<file path="src/rtl/sagu_miss_sched_pkg.sv">
// Shared types and widths for the store-AGU TLB-miss recovery scheduler.
package sagu_miss_sched_pkg;
  localparam int VADDR_WIDTH = 44;
  localparam int ATTR_WIDTH  = 4;

  typedef enum logic [2:0] {
    S_IDLE,
    S_WREQ,
    S_WWAIT,
    S_REPLAY,
    S_CHECK1,
    S_CHECK2,
    S_DRAIN
  } state_t;
endpackage

</file>
<file path="src/rtl/sagu_miss_sched_rr_arbiter_n.sv">
// Combinational round-robin pick: first requesting index at or after ptr, wrapping.
module rr_arbiter_n #(
  parameter int N  = 3,
  parameter int IW = 2
) (
  input  logic [N-1:0]  req,
  input  logic [IW-1:0] ptr,
  output logic [N-1:0]  gnt,
  output logic [IW-1:0] idx,
  output logic          any
);
  always_comb begin
    int j;
    gnt = '0;
    idx = '0;
    any = 1'b0;
    j   = 0;
    for (int k = 0; k < N; k++) begin
      j = (int'(ptr) + k) % N;
      if (!any && req[j]) begin
        any    = 1'b1;
        gnt[j] = 1'b1;
        idx    = IW'(j);
      end
    end
  end
endmodule

</file>
<file path="src/rtl/sagu_miss_sched.sv">
// Latches per-AGU TLB misses, walks them one at a time round-robin, replays the
// translated address into the owning AGU and reports done/fault per miss.
module sagu_miss_sched
  import sagu_miss_sched_pkg::*;
#(
  parameter int N_AGU     = 3,
  parameter int MAX_RETRY = 2
) (
  input  logic                         clk,
  input  logic                         rst,
  input  logic                         except,
  input  logic [N_AGU-1:0]             miss_req,
  input  logic [N_AGU*VADDR_WIDTH-1:0] miss_addr,
  input  logic [N_AGU*ATTR_WIDTH-1:0]  miss_attr,
  input  logic [N_AGU-1:0]             agu_tlb_hit,
  output logic                         walk_req,
  output logic [VADDR_WIDTH-1:0]       walk_addr,
  output logic [ATTR_WIDTH-1:0]        walk_attr,
  input  logic                         walk_ack,
  input  logic                         walk_done,
  input  logic                         walk_fault,
  output logic [N_AGU-1:0]             mex_en,
  output logic [VADDR_WIDTH-1:0]       mex_addr,
  output logic [ATTR_WIDTH-1:0]        mex_attr,
  output logic [N_AGU-1:0]             agu_stall,
  output logic [N_AGU-1:0]             miss_done,
  output logic [N_AGU-1:0]             miss_fault
);
  localparam int IW = (N_AGU > 1) ? $clog2(N_AGU) : 1;
  localparam int RW = (MAX_RETRY > 1) ? $clog2(MAX_RETRY) : 1;

  state_t                 state;
  logic [N_AGU-1:0]       pending;
  logic [N_AGU-1:0]       owner_oh;
  logic [IW-1:0]          owner;
  logic [IW-1:0]          rr_ptr;
  logic [RW-1:0]          retry;
  logic [VADDR_WIDTH-1:0] cap_addr [N_AGU];
  logic [ATTR_WIDTH-1:0]  cap_attr [N_AGU];

  logic             owner_active, chk_hit, can_retry, clr_owner;
  logic [N_AGU-1:0] arb_req, cap_en, gnt;
  logic [IW-1:0]    gnt_idx, ptr_nxt;
  logic             gnt_any;

  assign owner_active = (state == S_WREQ)   || (state == S_WWAIT)  ||
                        (state == S_REPLAY) || (state == S_CHECK1) ||
                        (state == S_CHECK2);
  assign chk_hit   = agu_tlb_hit[owner];
  assign can_retry = (int'(retry) < MAX_RETRY - 1);
  assign clr_owner = ((state == S_WWAIT) && walk_done && walk_fault) ||
                     ((state == S_CHECK2) && (chk_hit || !can_retry));

  // Arbitrate on incoming requests too, so walk_req follows miss_req by one cycle.
  assign arb_req = except ? '0 : (pending | miss_req);
  // The owner's capture is frozen while its walk is in flight, unless this cycle retires it.
  assign cap_en  = except ? '0 :
                   (miss_req & ~((owner_active && !clr_owner) ? owner_oh : '0));
  assign ptr_nxt = (int'(gnt_idx) == N_AGU - 1) ? '0 : gnt_idx + 1'b1;

  rr_arbiter_n #(.N(N_AGU), .IW(IW)) u_arb (
    .req (arb_req),
    .ptr (rr_ptr),
    .gnt (gnt),
    .idx (gnt_idx),
    .any (gnt_any)
  );

  assign agu_stall = pending;
  assign walk_addr = cap_addr[owner];
  assign walk_attr = cap_attr[owner];
  assign mex_addr  = cap_addr[owner];
  assign mex_attr  = cap_attr[owner];

  always_ff @(posedge clk or negedge rst) begin
    if (!rst) begin
      pending <= '0;
      for (int i = 0; i < N_AGU; i++) begin
        cap_addr[i] <= '0;
        cap_attr[i] <= '0;
      end
    end else begin
      if (except) pending <= '0;
      else        pending <= (pending & ~(clr_owner ? owner_oh : '0)) | miss_req;
      for (int i = 0; i < N_AGU; i++) begin
        if (cap_en[i]) begin
          cap_addr[i] <= miss_addr[i*VADDR_WIDTH +: VADDR_WIDTH];
          cap_attr[i] <= miss_attr[i*ATTR_WIDTH +: ATTR_WIDTH];
        end
      end
    end
  end

  always_ff @(posedge clk or negedge rst) begin
    if (!rst) begin
      state      <= S_IDLE;
      owner      <= '0;
      owner_oh   <= '0;
      rr_ptr     <= '0;
      retry      <= '0;
      walk_req   <= 1'b0;
      mex_en     <= '0;
      miss_done  <= '0;
      miss_fault <= '0;
    end else begin
      mex_en     <= '0;
      miss_done  <= '0;
      miss_fault <= '0;
      if (except) retry <= '0;
      case (state)
        S_IDLE: if (gnt_any) begin
          owner    <= gnt_idx;
          owner_oh <= gnt;
          rr_ptr   <= ptr_nxt;
          walk_req <= 1'b1;
          state    <= S_WREQ;
        end
        S_WREQ: begin
          if (except) begin
            walk_req <= 1'b0;
            // An accepted walk cannot be withdrawn; wait out its completion.
            state    <= walk_ack ? S_DRAIN : S_IDLE;
          end else if (walk_ack) begin
            walk_req <= 1'b0;
            state    <= S_WWAIT;
          end
        end
        S_WWAIT: begin
          if (except) begin
            state <= walk_done ? S_IDLE : S_DRAIN;
          end else if (walk_done && walk_fault) begin
            miss_fault <= owner_oh;
            retry      <= '0;
            state      <= S_IDLE;
          end else if (walk_done) begin
            mex_en <= owner_oh;
            state  <= S_REPLAY;
          end
        end
        S_REPLAY: state <= except ? S_IDLE : S_CHECK1;
        S_CHECK1: state <= except ? S_IDLE : S_CHECK2;
        S_CHECK2: begin
          if (except) begin
            state <= S_IDLE;
          end else if (chk_hit) begin
            miss_done <= owner_oh;
            retry     <= '0;
            state     <= S_IDLE;
          end else if (can_retry) begin
            retry    <= retry + 1'b1;
            walk_req <= 1'b1;
            state    <= S_WREQ;
          end else begin
            miss_fault <= owner_oh;
            retry      <= '0;
            state      <= S_IDLE;
          end
        end
        S_DRAIN: if (walk_done) state <= S_IDLE;
        default: state <= S_IDLE;
      endcase
    end
  end
endmodule

</file>
<file path="config.mk">
export PLATFORM = sky130hd
export DESIGN_NAME = sagu_miss_sched
export DESIGN_NICKNAME = d
export VERILOG_FILES = /design/src/rtl/sagu_miss_sched_pkg.sv /design/src/rtl/sagu_miss_sched_rr_arbiter_n.sv /design/src/rtl/sagu_miss_sched.sv
export SDC_FILE = /design/constraint.sdc
export NUM_CORES = 1
export LEC_CHECK = 0
export CAP_MARGIN = 20
export CORE_ASPECT_RATIO = 1.1
export CORE_MARGIN = 10
export CORE_UTILIZATION = 47
export DETAILED_ROUTE_END_ITERATION = 6
export HOLD_SLACK_MARGIN = 0.12
export PLACE_DENSITY = 0.86
export SYNTH_ARGS = -nofsm -noshare
export SYNTH_HDL_FRONTEND = slang
export SYNTH_SLANG_ARGS = --single-unit
</file>
<file path="constraint.sdc">
create_clock -name clk -period 2.65 [get_ports clk]
set_clock_uncertainty 0.2 [all_clocks]
set_input_delay 0.53 -clock clk [delete_from_list [all_inputs] [get_ports clk]]
set_output_delay 0.53 -clock clk [all_outputs]
set_load 0.01 [all_outputs]
</file>
==> key figures <==
Clocking
  – Root Buffer: clkbuf_16
  – Clock-pin slew on the worst setup and hold paths: ~0.07 ns
  – Clock Tree Buf Depth: 2
  – CTS tree: built
  – Htree depth: 4
  – Clk sinks: 168
  – Clk_lat worst skew: 0.42 ns
  – CTS buffer count: 17

Setup path
  – Slowest stage delay, CP: between 0.5 and 0.6 ns
  – Critical Path Sink Type: flop
  – Startpoint types: flop
  – Crit path required time: between 2 and 3 ns
  – Slowest CP cell: dfrtp_4
  – Worst setup path category: flop to flop
  – Crit path max fanout: 7
  – CP cell instances: buf_6 -> mux2i_1 -> o211a_1 -> o31a_1 -> or3_4 -> clkbuf_16 -> mux2_4
  – WP data arrival: 2.77 ns

Timing
  – Relative slew slack: a little under two thirds
  – Maximum clock frequency: around 370 MHz
  – Final min period: 2.671 ns
  – Count of final setup violators: 43
  – Setup TNS: -0.4029 ns
  – RSZ-0062 raised after global routing: yes
  – Least-Margin Pin Slew: 0.5451 ns
  – Period utilization: 100.8%
  – Max-slew violations: 0
  – Fin worst setup slack: -0.02102 ns
  – Final hold vios: 0

Yosys
  – Simple-Gate Fraction of Synth Area: 7.255%
  – FF+latch count, synth: roughly 170
  – Sequential fraction of the synthesis area: ~50%
  – Syn_nets: 856
  – Post-Syn Area: 0.008451 mm^2
  – Post-synthesis compound-gate area fraction: between 7 and 8%
  – Post-Synth Adder-Cell Area: less than 1%
  – Number of synthesized flops with an enable pin: 0
  – Mean Syn Cell Area: approximately 12 um^2
  – Synth Area in XOR/XNOR: 0%
  – Main synth FF type: dfrtp_1
  – Main combinational cell family by area after synthesis: multiplexers
  – Post-synthesis mux area share: 27.79%
  – Library cells used by synthesis: between 40 and 50
  – Synth warn: 0
  – Post-Synthesis Cells: 696
  – Post-synth ARST share: 100.0%

Placement
  – DPL Wire Length: 18410 um
  – GPL Wtd Cong: around 0.89
  – IO Port Bufs: 264
  – Placed insts: 1140

Finish
  – Area of the multi-input gates: 0.003699 mm^2
  – Layout cells sized above 1: 30.27%
  – Ant. Diodes: 0
  – Commonest non-fill, non-tap cell in the layout: clkdlybuf4s50_1
  – Fin nets: 1095
  – Most frequent cells in the layout: clkdlybuf4s50_1, dfrtp_1, mux2_2
  – Layout area overhead: 40.32%
  – Final Non-Filler Cells: 1186
  – Reg area: roughly 0.0042 mm^2
  – Filler Cells Inserted: 1323

Floorplan
  – IO Pins: approximately 270
  – Die height: 160.6 um
  – Site row count: 51
  – Starting Density: 47.81%
  – DIE AREA: about 0.024 mm^2
  – Core area: 0.01768 mm^2
  – Width of the die: 147.9 um

Worst hold path
  – Worst Hold Class: flop to flop

Routing
  – DR pass1 iterations: 5
  – Final ANT Viol Nets: 0
  – Initial DRC Count: 334
  – Routed WL per cell: 22.12 um
  – Vias: 6331
  – Remaining DRCs: 0
  – WL final: 26240 um
  – Vias/cell: 5.338

Outcome
  – Failing checks: negative setup slack
  – Status: finished with violations

Global routing
  – Vias in the first global route: around 6.9k
  – Antenna violations before repair: 0
  – Largest net degree at the start of global routing: 50
  – Global-route wire length before repair: 39650 um
  – Global Route Usage Sum: 21.35%
  – Total gr overflow: 0

Power and ir drop
  – Lkg Pwr: about 5.2 nW
  – Worst VDD drop: about 0.72 mV
  – Power Dens Cells: 1244 mW/mm^2

Flow run
  – Max_cap viols: 0
## state kept, by name, summed over array words and instances, names as in the netlist
signal / flops
walk_req: 1
owner_oh: 3
retry: 1
miss_fault: 3
agu_stall: 3
cap_addr: 132
owner: 2
rr_ptr: 2
cap_attr: 12
state: 3
miss_done: 3
mex_en: 3
## worst max-delay path: cells and delay by family (launching register included)
family | cells | cell delay [ns]
compound gates | 2 | 0.53
buf+inv | 2 | 0.37
flops | 1 | 0.52
mux | 2 | 0.44
simple gates | 1 | 0.48
## metal layers
layer,part of all wire [%],vias up,GRT usage [%]
met3,7.2,34,6.071
li1,-,2890,-
met4,2.4,0,7.574
met5,0,-,0
met2,51,254,36.53
met1,40,3153,25.00
## area by class of cell
type,instances,share of cell area [%]
Tap cell,238,2.511
Sequential cell,168,35.50
Clock inverter,12,0.7703
Clock buffer,20,3.851
Inverter,7,0.2216
Timing Repair Buffer,309,25.96
Multi-Input combinational cell,432,31.19
## report_power, final
part | switching (W) | total (W) | internal (W) | leakage [nW]
clock | 0.00107 | 0.00233 | 0.00126 | 0.256
sequential | 0.000745 | 0.00454 | 0.00380 | 2.00
combinational | 0.00383 | 0.00788 | 0.00405 | 2.99
## repair_timing
action | 4_1_cts | 5_1_grt
cloned | 5 | 4
endpoints found under the hold margin | 45 | 0
resized for setup | 163 | 118
endpoints found under the setup margin | 112 | 146
pin swaps | 1 | 5
hold buffers | 1 | 0
buffers inserted | 2 | 2
## kinds of logic after synthesis
| logic type | count (synthesis) |
|---|---|
| AO/OA/AOI/OAI | 103 |
| adder cells (fa/ha/maj) | 5 |
| buffers and inverters | 96 |
| flip-flops | 168 |
| multiplexers | 194 |
| AND/OR/NAND/NOR | 130 |
## Yosys cell counts, types with 7 or more instances
cell type	instances	area share, %
a21oi_1	11	0.65
a31oi_1	9	0.67
buf_1	7	0.31
buf_2	7	0.41
buf_4	48	4.3
buf_6	9	1.2
clkbuf_1	18	0.80
dfrtp_1	168	50
inv_1	7	0.31
mux2_2	85	11
mux2_4	60	11
mux2i_1	49	5.8
nand2_1	61	2.7
nor2_1	25	1.1
o21ai_0	60	3.6
## path summary, 6_finish.rpt
check | end | depth (start not counted) | slack [ns] | startpoint
max | cap_attr[7] | 7 | -0.02 | owner[1]
min | cap_addr[97] | 1 | 0.30 | cap_addr[97]
max reg2reg | cap_attr[7] | 7 | -0.02 | owner[1]
min reg2reg | cap_addr[97] | 1 | 0.30 | cap_addr[97]
max in group asynchronous | cap_addr[89] | 3 | 1.14 | rst
min in group asynchronous | cap_addr[73] | 2 | 0.43 | rst
## per-stage QoR
stage / instance area (um^2) / setup WS [ns] / hold slack, ns / utilization (%) / total power (W)
floorplan: 8452 / 0.07029 / 0.03441 / - / 0.009538
global placement: 11190 / -0.3172 / 0.2866 / 63.30 / 0.01266
detailed placement: 11190 / -0.3819 / 0.2923 / 63.30 / 0.01297
CTS: 11850 / -0.1003 / 0.3070 / 67.03 / 0.01475
global route: 11860 / -0.06001 / 0.3218 / 67.08 / 0.01566
finish: 11860 / -0.02102 / 0.3030 / 67.08 / 0.01475
Power figures use the tool's default switching activity.
